File: config.mk
export PLATFORM = sky130hd
export DESIGN_NAME = uart_rx
export DESIGN_NICKNAME = d
export VERILOG_FILES = /design/src/rtl/uart_pkg.sv /design/src/rtl/uart_sync.sv /design/src/rtl/uart_rx.sv
export SDC_FILE = /design/constraint.sdc
export NUM_CORES = 1
export LEC_CHECK = 0
export BUFFER_PORTS_ARGS = -buffer_cell sky130_fd_sc_hd__buf_4
export CORE_ASPECT_RATIO = 0.9
export CORE_UTILIZATION = 40
export CTS_CLUSTER_DIAMETER = 100
export DETAILED_ROUTE_END_ITERATION = 8
export GPL_TIMING_DRIVEN = 0
export PLACE_DENSITY = 0.64
export SLEW_MARGIN = 5
export SYNTH_ARGS = -nofsm -noshare
export SYNTH_HDL_FRONTEND = slang
export SYNTH_SLANG_ARGS = --single-unit
export TNS_END_PERCENT = 30
File: constraint.sdc
create_clock -name clk -period 1.8 [get_ports clk]
set_input_delay 0.18 -clock clk [delete_from_list [all_inputs] [get_ports clk]]
set_output_delay 0.18 -clock clk [all_outputs]
set_load 0.005 [all_outputs]
File: src/rtl/uart_pkg.sv
// Shared UART definitions: FSM state encoding and oversampling constants.
// Used by the receiver and available to the transmitter.
package uart_pkg;

  localparam int unsigned STATE_W    = 3;
  localparam int unsigned OVERSAMPLE = 16;
  localparam int unsigned MID_TICK   = 7;
  localparam int unsigned LAST_TICK  = 15;

  typedef enum logic [STATE_W-1:0] {
    IDLE   = 3'd0,
    START  = 3'd1,
    DATA   = 3'd2,
    PARITY = 3'd3,
    STOP   = 3'd4
  } state_t;

endpackage

File: src/rtl/uart_sync.sv
// Two-flop synchronizer for the asynchronous serial line; resets to idle-high.
module uart_sync (
  input  logic clk,
  input  logic reset,
  input  logic d,
  output logic q
);

  logic meta;

  always_ff @(posedge clk) begin
    if (reset) begin
      meta <= 1'b1;
      q    <= 1'b1;
    end else begin
      meta <= d;
      q    <= meta;
    end
  end

endmodule

File: src/rtl/uart_rx.sv
// UART receiver, 16x oversampled, LSB first, registered outputs.
// Define UART_RX_PARITY_EN to expect one even-parity bit after the data bits.
module uart_rx
  import uart_pkg::*;
#(
  parameter int unsigned FRAME_WIDTH = 8,
  parameter int unsigned SB_TICK     = 16
) (
  input  logic                   clk,
  input  logic                   reset,
  input  logic                   s_tick,
  input  logic                   rx,
  output logic [FRAME_WIDTH-1:0] rx_dout,
  output logic                   rx_done_tick,
  output logic                   parity_err,
  output logic                   frame_err,
  output logic                   rx_busy
);

  // s must reach SB_TICK-1 for stop bits longer than one bit period
  localparam int unsigned S_W = (SB_TICK > OVERSAMPLE) ? $clog2(SB_TICK) : 4;
  localparam int unsigned N_W = $clog2(FRAME_WIDTH) + 1;

  logic                   rx_s;
  state_t                 state_q, state_d;
  logic [S_W-1:0]         s_q, s_d;
  logic [N_W-1:0]         n_q, n_d;
  logic [FRAME_WIDTH-1:0] b_q, b_d;
  logic [FRAME_WIDTH-1:0] dout_d;
  logic                   done_d;
  logic                   perr_d;
  logic                   ferr_d;
`ifdef UART_RX_PARITY_EN
  logic                   par_q, par_d;
  logic                   par_bad_q, par_bad_d;
`endif

  uart_sync u_sync (
    .clk   (clk),
    .reset (reset),
    .d     (rx),
    .q     (rx_s)
  );

  always_ff @(posedge clk) begin
    if (reset) begin
      state_q      <= IDLE;
      s_q          <= '0;
      n_q          <= '0;
      b_q          <= '0;
      rx_dout      <= '0;
      rx_done_tick <= 1'b0;
      parity_err   <= 1'b0;
      frame_err    <= 1'b0;
      rx_busy      <= 1'b0;
`ifdef UART_RX_PARITY_EN
      par_q        <= 1'b0;
      par_bad_q    <= 1'b0;
`endif
    end else begin
      state_q      <= state_d;
      s_q          <= s_d;
      n_q          <= n_d;
      b_q          <= b_d;
      rx_dout      <= dout_d;
      rx_done_tick <= done_d;
      parity_err   <= perr_d;
      frame_err    <= ferr_d;
      // registered from next state so it tracks state_q exactly
      rx_busy      <= (state_d != IDLE);
`ifdef UART_RX_PARITY_EN
      par_q        <= par_d;
      par_bad_q    <= par_bad_d;
`endif
    end
  end

  always_comb begin
    state_d = state_q;
    s_d     = s_q;
    n_d     = n_q;
    b_d     = b_q;
    dout_d  = rx_dout;
    done_d  = 1'b0;
    ferr_d  = frame_err;
`ifdef UART_RX_PARITY_EN
    perr_d    = parity_err;
    par_d     = par_q;
    par_bad_d = par_bad_q;
`else
    perr_d  = 1'b0;
`endif

    case (state_q)
      IDLE: begin
        if (!rx_s) begin
          state_d = START;
          s_d     = '0;
        end
      end

      START: begin
        if (s_tick) begin
          if (s_q == S_W'(MID_TICK)) begin
            s_d = '0;
            if (!rx_s) begin
              state_d = DATA;
              n_d     = '0;
`ifdef UART_RX_PARITY_EN
              par_d   = 1'b0;
`endif
            end else begin
              state_d = IDLE;
            end
          end else begin
            s_d = s_q + S_W'(1);
          end
        end
      end

      DATA: begin
        if (s_tick) begin
          if (s_q == S_W'(LAST_TICK)) begin
            s_d = '0;
            b_d = {rx_s, b_q[FRAME_WIDTH-1:1]};
`ifdef UART_RX_PARITY_EN
            par_d = par_q ^ rx_s;
`endif
            if (n_q == N_W'(FRAME_WIDTH - 1)) begin
`ifdef UART_RX_PARITY_EN
              state_d = PARITY;
`else
              state_d = STOP;
`endif
            end else begin
              n_d = n_q + N_W'(1);
            end
          end else begin
            s_d = s_q + S_W'(1);
          end
        end
      end

`ifdef UART_RX_PARITY_EN
      PARITY: begin
        if (s_tick) begin
          if (s_q == S_W'(LAST_TICK)) begin
            s_d       = '0;
            par_bad_d = (rx_s != par_q);
            state_d   = STOP;
          end else begin
            s_d = s_q + S_W'(1);
          end
        end
      end
`endif

      STOP: begin
        if (s_tick) begin
          if (s_q == S_W'(SB_TICK - 1)) begin
            state_d = IDLE;
            s_d     = '0;
            dout_d  = b_q;
            ferr_d  = ~rx_s;
            done_d  = 1'b1;
`ifdef UART_RX_PARITY_EN
            perr_d  = par_bad_q;
`endif
          end else begin
            s_d = s_q + S_W'(1);
          end
        end
      end

      default: begin
        state_d = IDLE;
        s_d     = '0;
      end
    endcase
  end

endmodule

==> results of run 1 <==
[metrics by stage]
step	instance area, sq um	hold slack, ns	utilization [%]	worst slack, ns
after global routing	1770	0.0777	50.8	0.000433
after CTS	1770	0.0714	50.8	0.110
after global placement	1660	0.366	47.6	0.157
final	1770	0.0775	50.8	0.0963
after detailed placement	1660	0.367	47.6	0.118
after floorplan	1500	0.284	-	0.261
[report_power, final]
| part | internal (mW) | total [mW] | switching [mW] |
|---|---|---|---|
| sequential | 0.714 | 0.718 | 0.00419 |
| clock | 0.409 | 0.672 | 0.263 |
| combinational | 0.0220 | 0.0527 | 0.0307 |
| total | 1.14 | 1.44 | 0.298 |
[cell usage in the layout (no fill, tap or decap), types with 3 or more instances in the layout]
cell type,count
clkbuf_8,5
nand3_1,5
a21o_1,3
clkbuf_1,3
mux2i_1,9
or2_2,3
a21oi_1,11
inv_1,4
nor2_1,13
nand2_1,20
nand3b_1,4
dfxtp_1,32
buf_4,18
[registers in the layout, indices dropped and copies added, names as in the netlist]
signal,count
n_q,4
u_sync.q,1
rx_done_tick,1
state_q,3
frame_err,1
rx_busy,1
rx_dout,8
s_q,4
u_sync.meta,1
b_q,8
[per-layer routing]
metal | GRT usage (%) | part of all wire (%) | vias to the layer above
li1 | - | - | 604
met2 | 24.2 | 43 | 21
met5 | 0 | 0 | -
met4 | 9.12 | 2.5 | 0
met3 | 4.58 | 4.1 | 7
met1 | 21.1 | 51 | 540
[how the worst max path moves through the flow]
stage                     depth (start not counted)  slack, ns                start                   to
after global routing                              6     0.0004  s_q[0]$_SDFFE_PP0P_  b_q[7]$_SDFFE_PP0P_
after floorplan                                   5       0.26  s_q[0]$_SDFFE_PP0P_   rx_busy$_SDFF_PP0_
final                                             5        0.1  n_q[1]$_SDFFE_PP0P_   rx_busy$_SDFF_PP0_
after detailed placement                          5       0.12  s_q[0]$_SDFFE_PP0P_  n_q[3]$_SDFFE_PP0P_
after CTS                                         5       0.11  s_q[0]$_SDFFE_PP0P_  n_q[3]$_SDFFE_PP0P_
after global placement                            5       0.16  n_q[1]$_SDFFE_PP0P_   rx_busy$_SDFF_PP0_
[cells by family (layout without fill, tap and decap cells)]
| logic type | after synthesis | after routing | share of synthesized area [%] |
|---|---|---|---|
| XOR/XNOR | 2 | 2 | 1.17 |
| buffers and inverters | 14 | 36 | 5.18 |
| flip-flops | 32 | 32 | 42.8 |
| AO/OA/AOI/OAI | 30 | 30 | 14.3 |
| other | 1 | 1 | 0.251 |
| AND/OR/NAND/NOR | 70 | 70 | 27.8 |
| multiplexers | 10 | 10 | 6.77 |
| adder cells (fa/ha/maj) | 2 | 2 | 1.67 |
[area by class of cell]
cell class	count	area, sq um	area share [%]
buffer	10	62.6	3.54
clock buffer	5	68.8	3.89
clock inverter	3	42.5	2.41
inverter	4	15.0	0.849
multi-input combinational	115	778	44.0
sequential	32	641	36.2
tap	44	55.1	3.11
timing repair buffer	14	105	5.94
==> metrics.txt, run 1 <==
initial DRC count 48; clock tree root driver cell clkbuf_8; row cnt 20; Post-Syn Instances 161; #FFs+latches synth 32; ys flop type dfxtp_1; Worst EP required 1.97 ns; GRT Overall Usage 16.3%; CP max-delay cell dfxtp_1; fill count 329; Synth Net Count 167; worst hold start rx; crit end category flop; Mapped Area 1500 sq um; clk_skew 0.00571 ns; first-pass GRT wire length 4.69 mm; reg2reg end rx_busy$_SDFF_PP0_; WP buf/inv 0; crit share post-route 94.6%; TNS Setup 0 ns; Synth async-reset ratio 0%; Cells after DPL 219; minimum clock period 1.70 ns; Final Hold Viols 0; critical path's top delay family simple AND/OR/NAND/NOR gates; initial antenna violation count 0; Max Transition Viols Final 0; CTS tree yes; H-tree levels 2; reg2reg setup slack 0.1 ns; filler-free cell count of the finished design 227; area of the core 3480 sq um; Final HPWL DP 2.08 mm; Clk Latency, worst-skew pair 0.29 ns; Buffers on Ports 14; yosys warns 0; Worst Hold End u_sync.meta$_SDFF_PP1_; Worst Hold Path Cells 2; Resize count post-CTS 0; drt via density 5.16; total CTS buffers 5; setup violators final 0; CTS sink cnt 32; nets 188; FF-to-FF Start n_q[1]$_SDFFE_PP0P_; drt wl/cell 12.4 microns; crit path kind flop to flop; Worst-path clk slew 0.07 ns; Power Total 1.44 mW; Syn Area/Cell 9.29 sq um; Power Density 816 nW/um^2; worst reg-to-reg path cell count 5; final wirelength 2.82 mm; Starting Density 43.0%; Lkg Pwr 0.729 nW; largest net degree at the start of global routing 12; Worst VDD drop 0.383 mV; Worst path max stage delay 0.37 ns; setup bufs post-CTS 0; number of flops mapped to enable cells by yosys 0; critical path, cell by cell ha_1 -> and3b_1 -> a21oi_2 -> o221a_1 -> or3_1; area grow syn2layout 18.1%; ANT cells 0; TritonRoute pass-1 iters 4; layout cells sized above 1 24.0%; Ports 16; die area 3990 sq um; Worst Path Arrival 1.88 ns; cell taking the most area after synthesis dfxtp_1; Fmax 587 MHz; Residual DRC 0; vias in the first global route 1,057; Yosys cell types 52; post-synth top area share 42.8%; Post-CTS Hold Fix Bufs 0; worst min-delay path category primary input to flop; top-count cell post-synth dfxtp_1; vias post-DR 1,172; GPL Wtd Cong 0.849; outcome complete, no violations; list of most frequent post-synthesis cells dfxtp_1 (32), nand2_1 (20), nor2_1 (13); unrepaired setup endpoints after global routing false; GR Overflow Total 0; sequential-to-total area share from yosys stat 42.8%; CTS max path bufs 2; Die Width 66.5 microns; die extent in y 60.0 microns; Antenna Nets Post-Route 0; synth top area cells dfxtp_1 (43%), mux2i_1 (6.0%), nand2_1 (5.0%), a21oi_1 (3.7%), nor2_1 (3.3%); Critical Path Start Type flop; crit-path max FO 6; maxcap violations 0
No activity file was read; power rests on OpenSTA's default activity.
==> run 2, diff against run 1 <==
--- a/config.mk
+++ b/config.mk
@@ -6,14 +6,17 @@
 export NUM_CORES = 1
 export LEC_CHECK = 0
 export BUFFER_PORTS_ARGS = -buffer_cell sky130_fd_sc_hd__buf_4
+export CELL_PAD_IN_SITES_DETAIL_PLACEMENT = 1
+export CELL_PAD_IN_SITES_GLOBAL_PLACEMENT = 1
 export CORE_ASPECT_RATIO = 0.9
 export CORE_UTILIZATION = 40
 export CTS_CLUSTER_DIAMETER = 100
 export DETAILED_ROUTE_END_ITERATION = 8
 export GPL_TIMING_DRIVEN = 0
-export PLACE_DENSITY = 0.64
+export PLACE_DENSITY = 0.79
 export SLEW_MARGIN = 5
 export SYNTH_ARGS = -nofsm -noshare
 export SYNTH_HDL_FRONTEND = slang
+export SYNTH_HIERARCHICAL = 1
 export SYNTH_SLANG_ARGS = --single-unit
 export TNS_END_PERCENT = 30
==> metrics.txt, run 2 <==
outcome finished, violations left; failing checks negative setup slack; cell taking the most area after synthesis dfxtp_1; crit-path max FO 8 (+2); largest family of logic cells by synthesized area simple AND/OR/NAND/NOR gates; Critical Path Start Type flop; Post-Syn Instances 162 (+0.62%); top-count cell post-synth dfxtp_1; nets 195 (+3.7%); most frequent cells in the layout dfxtp_1 (28), buf_4 (20), nand2_1 (19), nor2_1 (15), a21oi_1 (12); Synth Net Count 168 (+0.60%); #FFs+latches synth 32 (unchanged); Sw Pwr 310 uW (+4.0%); area of the core 3380 sq um (-2.9%); Synth Area in Compound Gates 14.9% (+0.55 points); largest net degree at the start of global routing 11 (-1); Finished Cell Area 1880 sq um (+6.5%); Clk pwr share 43.1% (-3.5 points); unrepaired setup endpoints after global routing true; Comb pwr share 5.5% (+1.8 points); die area 3800 sq um (-4.7%); P_int 1.09 mW (-4.9%); placed instance area 1580 sq um (-4.4%); Worst EP required 2.03 ns (+0.06 ns); Post-Synth Simple-Gate Area 24.9% (-3.0 points); Starting Density 42.1% (-0.87 points); Max Transition Viols Final 0 (unchanged); post-synthesis mux area share 6.68% (-0.094 points); yosys warns 6 (+6); vias in the first global route 1,261 (+19%); Worst Path Arrival 2.05 ns (+0.17 ns); H-tree levels 2 (unchanged); ANT cells 0 (unchanged); Worst-path clk slew 0.07 ns (about the same); Yosys cell types 48 (-7.7%); sequential-to-total area share from yosys stat 45.0% (+2.2 points); Mapped Area 1420 sq um (-4.8%); Final Hold Viols 0 (unchanged); vias post-DR 1,237 (+5.5%); biggest regs b_q: 8 flops, rx_dout: 8 flops; post-synth top area share 45.0% (+2.2 points); Worst Hold Path Cells 2 (unchanged); CTS tree yes; CP max-delay cell or4_4; Synth Area in XOR/XNOR 1.23% (+0.060 points); clock tree root driver cell clkbuf_8; Die Width 64.9 microns (-2.4%); final wirelength 3.96 mm (+40%); Antenna Nets Post-Route 0 (unchanged); GRT Overall Usage 21.4% (+5.1 points); Residual DRC 0 (unchanged); TritonRoute pass-1 iters 4 (unchanged); Worst VDD drop 0.460 mV (+20%); Fmax 551 MHz (-6.1%); Lkg Pwr 0.664 nW (-9.0%); clk_skew 0.00771 ns (+0.00201 ns); Final HPWL DP 2.49 mm (+20%); critical path, cell by cell buf_6 -> or2_1 -> mux2_4 -> or2_4 -> or4_4 -> a21oi_2; final setup margin -0.0153 ns (-0.112 ns); Syn Area/Cell 8.79 sq um (-5.4%); GR Overflow Total 0 (unchanged); synth top area cells dfxtp_1 (45%), a21oi_1 (5.6%), mux2i_1 (5.6%), nand2_1 (5.5%), nor2_1 (4.2%); area grow syn2layout 32.2%; post-layout util 55.7% (+4.9 points); Synth async-reset ratio 0% (unchanged); row cnt 20 (unchanged); sequential share of power 51.4% (+1.6 points); ys flop type dfxtp_1; Clk Latency, worst-skew pair 0.29 ns (about the same); Worst path max stage delay 0.42 ns (+0.05 ns); crit end category flop; Buffers on Ports 14 (unchanged); minimum clock period 1.82 ns (+0.112 ns); setup violators final 2 (+2); GPL Wtd Cong 0.813 (-4.2%); crit path kind flop to flop; Power Total 1.40 mW (-3.0%); Net Sw Frac 22.2% (+1.5 points); maxcap violations 0 (unchanged); drt wl/cell 17.0 microns (+37%); total CTS buffers 5 (unchanged); Ports 16 (unchanged); Power Density 743 nW/um^2 (-9.0%); initial antenna violation count 0 (unchanged); number of flops mapped to enable cells by yosys 0 (unchanged); CTS max path bufs 2 (unchanged); worst reg-to-reg path cell count 6 (+1); first-pass GRT wire length 5.91 mm (+26%); die extent in y 58.6 microns (-2.4%); crit share post-route 101% (+6.2 points); CTS sink cnt 32 (unchanged); layout cells sized above 1 34.4% (+10 points); commonest non-fill, non-tap cell in the layout dfxtp_1; worst min-delay path category primary input to flop; initial DRC count 38 (-21%); Adder-Cell Fraction of Synth Area 1.76% (+0.085 points); list of most frequent post-synthesis cells dfxtp_1 (32), nand2_1 (21), a21oi_1 (16), nor2_1 (16), mux2i_1 (8); drt via density 5.31 (+2.8%)
## run 2: cell types whose count changed after synthesis, moves of 3 or more
cell	delta
a21oi_1	+5
nand3b_1	-3
o21ai_0	+5
inv_1	+3
nor2_1	+3
## run 2: final timing paths
path                                from                endpoint  slack (ns)
setup / recovery   state_q[1]$_SDFF_PP0_     s_q[3]$_SDFFE_PP0P_       -0.02
hold / removal                        rx  u_sync/meta$_SDFF_PP1_        0.07
setup reg to reg   state_q[1]$_SDFF_PP0_     s_q[3]$_SDFFE_PP0P_       -0.02
hold reg to reg   u_sync/meta$_SDFF_PP1_     u_sync/q$_SDFF_PP1_        0.42
## run 2: metal layers
layer | global-route usage (%) | wire [microns] | vias up
met5 | 0 | 0 | -
met4 | 11.4 | 74 | 0
met3 | 5.23 | 100 | 8
li1 | - | - | 614
met1 | 23.1 | 1830 | 602
met2 | 38.7 | 1950 | 13
## run 2: power by group through the flow
| stage | clock, mW | sequential [mW] | combinational (mW) |
|---|---|---|---|
| 6_report | 0.603 | 0.719 | 0.0770 |
| 4_1_cts | 0.611 | 0.718 | 0.0638 |
| 5_1_grt | 0.650 | 0.719 | 0.0828 |
| 2_1_floorplan | 0 | 0.732 | 0.0387 |
| 3_5_place_dp | 0 | 0.733 | 0.0598 |
| 3_3_place_gp | 0 | 0.732 | 0.0574 |
## run 2: metrics by stage
stage | setup WS (ns) | cells | hold WS (ns) | setup TNS, ns
2_1_floorplan | 0.0624 | 162 | 0.277 | 0
3_3_place_gp | -0.156 | 220 | 0.361 | -2.11
3_5_place_dp | -0.240 | 220 | 0.366 | -3.85
4_1_cts | -0.0188 | 229 | 0.0708 | -0.0743
5_1_grt | -0.0831 | 233 | 0.0745 | -0.439
6_report | -0.0153 | 233 | 0.0702 | -0.0300
## run 2: logic make-up (layout without fill, tap and decap cells)
logic type               Yosys count  count (layout)
AND/OR/NAND/NOR                   69              69
AO/OA/AOI/OAI                     33              33
flip-flops                        32              32
buffers and inverters             14              41
multiplexers                       9               9
adder cells (fa/ha/maj)            2               2
XOR/XNOR                           2               2
other                              1               1
## run 2: what timing repair did
| item | 4_1_cts | 5_1_grt |
|---|---|---|
| hold buffers | 0 | 0 |
| resized for setup | 17 | 19 |
| pin swaps | 6 | 7 |
| setup endpoints to repair | 27 | 14 |
| setup buffers | 2 | 4 |
## run 2: layout make-up
type	count	area, sq um
fillers	393	1500
clock buffers	7	96.3
plain buffers	7	61.3
inverters	7	26.3
multi-input cells	116	833
repair buffers	20	163
well taps	44	55.1
flip-flops and latches	32	648
## run 2: worst max-delay path: cells and delay by family, from the launching register on
family,cells,cell delay [ns]
multiplexers,1,0.28
AND/OR/NAND/NOR,3,0.88
flip-flops,1,0.31
buffers and inverters,1,0.14
AO/OA/AOI/OAI,1,0.15
==> run 3, diff against run 2 <==
--- a/config.mk
+++ b/config.mk
@@ -5,6 +5,7 @@
 export SDC_FILE = /design/constraint.sdc
 export NUM_CORES = 1
 export LEC_CHECK = 0
+export ABC_CLOCK_PERIOD_IN_PS = 1800
 export BUFFER_PORTS_ARGS = -buffer_cell sky130_fd_sc_hd__buf_4
 export CELL_PAD_IN_SITES_DETAIL_PLACEMENT = 1
 export CELL_PAD_IN_SITES_GLOBAL_PLACEMENT = 1
@@ -13,7 +14,7 @@
 export CTS_CLUSTER_DIAMETER = 100
 export DETAILED_ROUTE_END_ITERATION = 8
 export GPL_TIMING_DRIVEN = 0
-export PLACE_DENSITY = 0.79
+export PLACE_DENSITY_LB_ADDON = 0.1
 export SLEW_MARGIN = 5
 export SYNTH_ARGS = -nofsm -noshare
 export SYNTH_HDL_FRONTEND = slang
==> metrics.txt, run 3 (same netlist as run 2, synthesis figures left out) <==
drt wl/cell 15.3 microns (-9.9%); Max Transition Viols Final 0 (unchanged); Worst EP required 2.01 ns (-0.02 ns); Lkg Pwr 0.672 nW (+1.3%); Critical Path Start Type flop; Antenna Nets Post-Route 0 (unchanged); Final HPWL DP 2.37 mm (-5.0%); CTS sink cnt 32 (unchanged); first-pass GRT wire length 5.81 mm (-1.8%); total CTS buffers 5 (unchanged); H-tree levels 2 (unchanged); die area 3800 sq um (unchanged); final wirelength 3.63 mm (-8.3%); Power Density 725 nW/um^2 (-2.5%); die extent in y 58.6 microns (unchanged); vias post-DR 1,233 (-0.32%); crit end category flop; area of the core 3380 sq um (unchanged); most frequent cells in the layout dfxtp_1 (27), buf_4 (24), nand2_1 (20), nor2_1 (15), a21oi_1 (14); unrepaired setup endpoints after global routing true; GRT Overall Usage 21.0% (-0.42 points); clk_skew 0.00642 ns (-0.00130 ns); placed instance area 1580 sq um (unchanged); CTS tree yes; CTS max path bufs 2 (unchanged); Worst VDD drop 0.404 mV (-12%); crit path kind flop to flop; nets 198 (+1.5%); Die Width 64.9 microns (unchanged); vias in the first global route 1,169 (-7.3%); worst reg-to-reg path cell count 6 (unchanged); Final Hold Viols 0 (unchanged); Starting Density 42.1% (unchanged); Worst Path Arrival 2.07 ns (+0.02 ns); GR Overflow Total 0 (unchanged); crit share post-route 103% (+2.6 points); layout cells sized above 1 34.7% (+0.32 points); Ports 16 (unchanged); Residual DRC 0 (unchanged); largest net degree at the start of global routing 11 (unchanged); maxcap violations 0 (unchanged); WHS 0.0792 ns (+0.00896 ns); met3 wire len 111 microns (+11%); Power Total 1.36 mW (-3.1%); commonest non-fill, non-tap cell in the layout dfxtp_1; Worst-path clk slew 0.07 ns (about the same); outcome finished, violations left; initial antenna violation count 0 (unchanged); ANT cells 0 (unchanged); failing checks negative setup slack; Buffers on Ports 14 (unchanged); Finished Cell Area 1870 sq um (-0.60%); crit-path max FO 7 (-1); row cnt 20 (unchanged); initial DRC count 36 (-5.3%); GPL Wtd Cong 0.768 (-5.5%); setup violators final 2 (unchanged); clock tree root driver cell clkbuf_8; top routing layer used met4; Clk Latency, worst-skew pair 0.28 ns (about the same); Worst Hold Path Cells 2 (unchanged); biggest regs b_q: 8 flops, rx_dout: 8 flops; minimum clock period 1.86 ns (+0.0461 ns); drt via density 5.20 (-2.0%); final setup margin -0.0614 ns (-0.0461 ns); TritonRoute pass-1 iters 4 (unchanged); WL met1 1.61 mm (-12%); relative slew slack 66.5%; area grow syn2layout 31.5%; Slew @ Worst Pin 0.500 ns; worst min-delay path category primary input to flop; Fmax 537 MHz (-2.5%); met2 wire length 1.87 mm (-3.9%); Post-CTS Hold Fix Bufs 0 (unchanged)
[run 3: layout make-up]
class	instances	area, sq um
Timing Repair Buffer	23	185
Buffer	7	53.8
Inverter	7	26.3
Clock buffer	6	82.6
Tap cell	44	55.1
Fill cell	389	1510
Sequential cell	32	647
Multi-Input combinational cell	116	812
Clock inverter	2	10.0
[run 3: timing repair]
| action | 4_1_cts | 5_1_grt |
|---|---|---|
| resized for setup | 16 | 13 |
| setup endpoints to repair | 26 | 26 |
| setup buffers | 7 | 2 |
| pin swaps | 5 | 7 |
[run 3: routing by layer]
layer	vias up	GRT usage (%)
li1	623	-
met1	591	26.4
met5	-	0
met3	4	6.40
met4	0	6.67
met2	15	34.4
[run 3: path summary, 6_finish.rpt]
check	startpoint	to	slack (ns)
setup reg to reg	state_q[1]$_SDFF_PP0_	s_q[3]$_SDFFE_PP0P_	-0.06
setup / recovery	state_q[1]$_SDFF_PP0_	s_q[3]$_SDFFE_PP0P_	-0.06
hold reg to reg	u_sync/meta$_SDFF_PP1_	u_sync/q$_SDFF_PP1_	0.42
hold / removal	rx	u_sync/meta$_SDFF_PP1_	0.08
[run 3: stage by stage]
stage | std cells | setup WS, ns | util, % | TNS (ns)
5_1_grt | 237 | -0.127 | 55.4 | -0.415
3_5_place_dp | 220 | -0.229 | 46.9 | -3.81
2_1_floorplan | 162 | 0.0624 | - | 0
4_1_cts | 235 | -0.0421 | 53.1 | -0.0616
3_3_place_gp | 220 | -0.201 | 46.9 | -2.90
6_report | 237 | -0.0614 | 55.4 | -0.0760
[run 3: power breakdown]
group / switching, mW / internal [mW]
clock: 0.254 / 0.304
combinational: 0.0400 / 0.0388
sequential: 0.00540 / 0.713
total: 0.299 / 1.06
[run 3: worst max-delay path, stage by stage (launching register included)]
cell and delay (ns):
dfxtp_2 0.32, buf_6 0.13, or2_0 0.19, mux2_4 0.26
or2_4 0.24, or4_1 0.51, a21oi_1 0.15
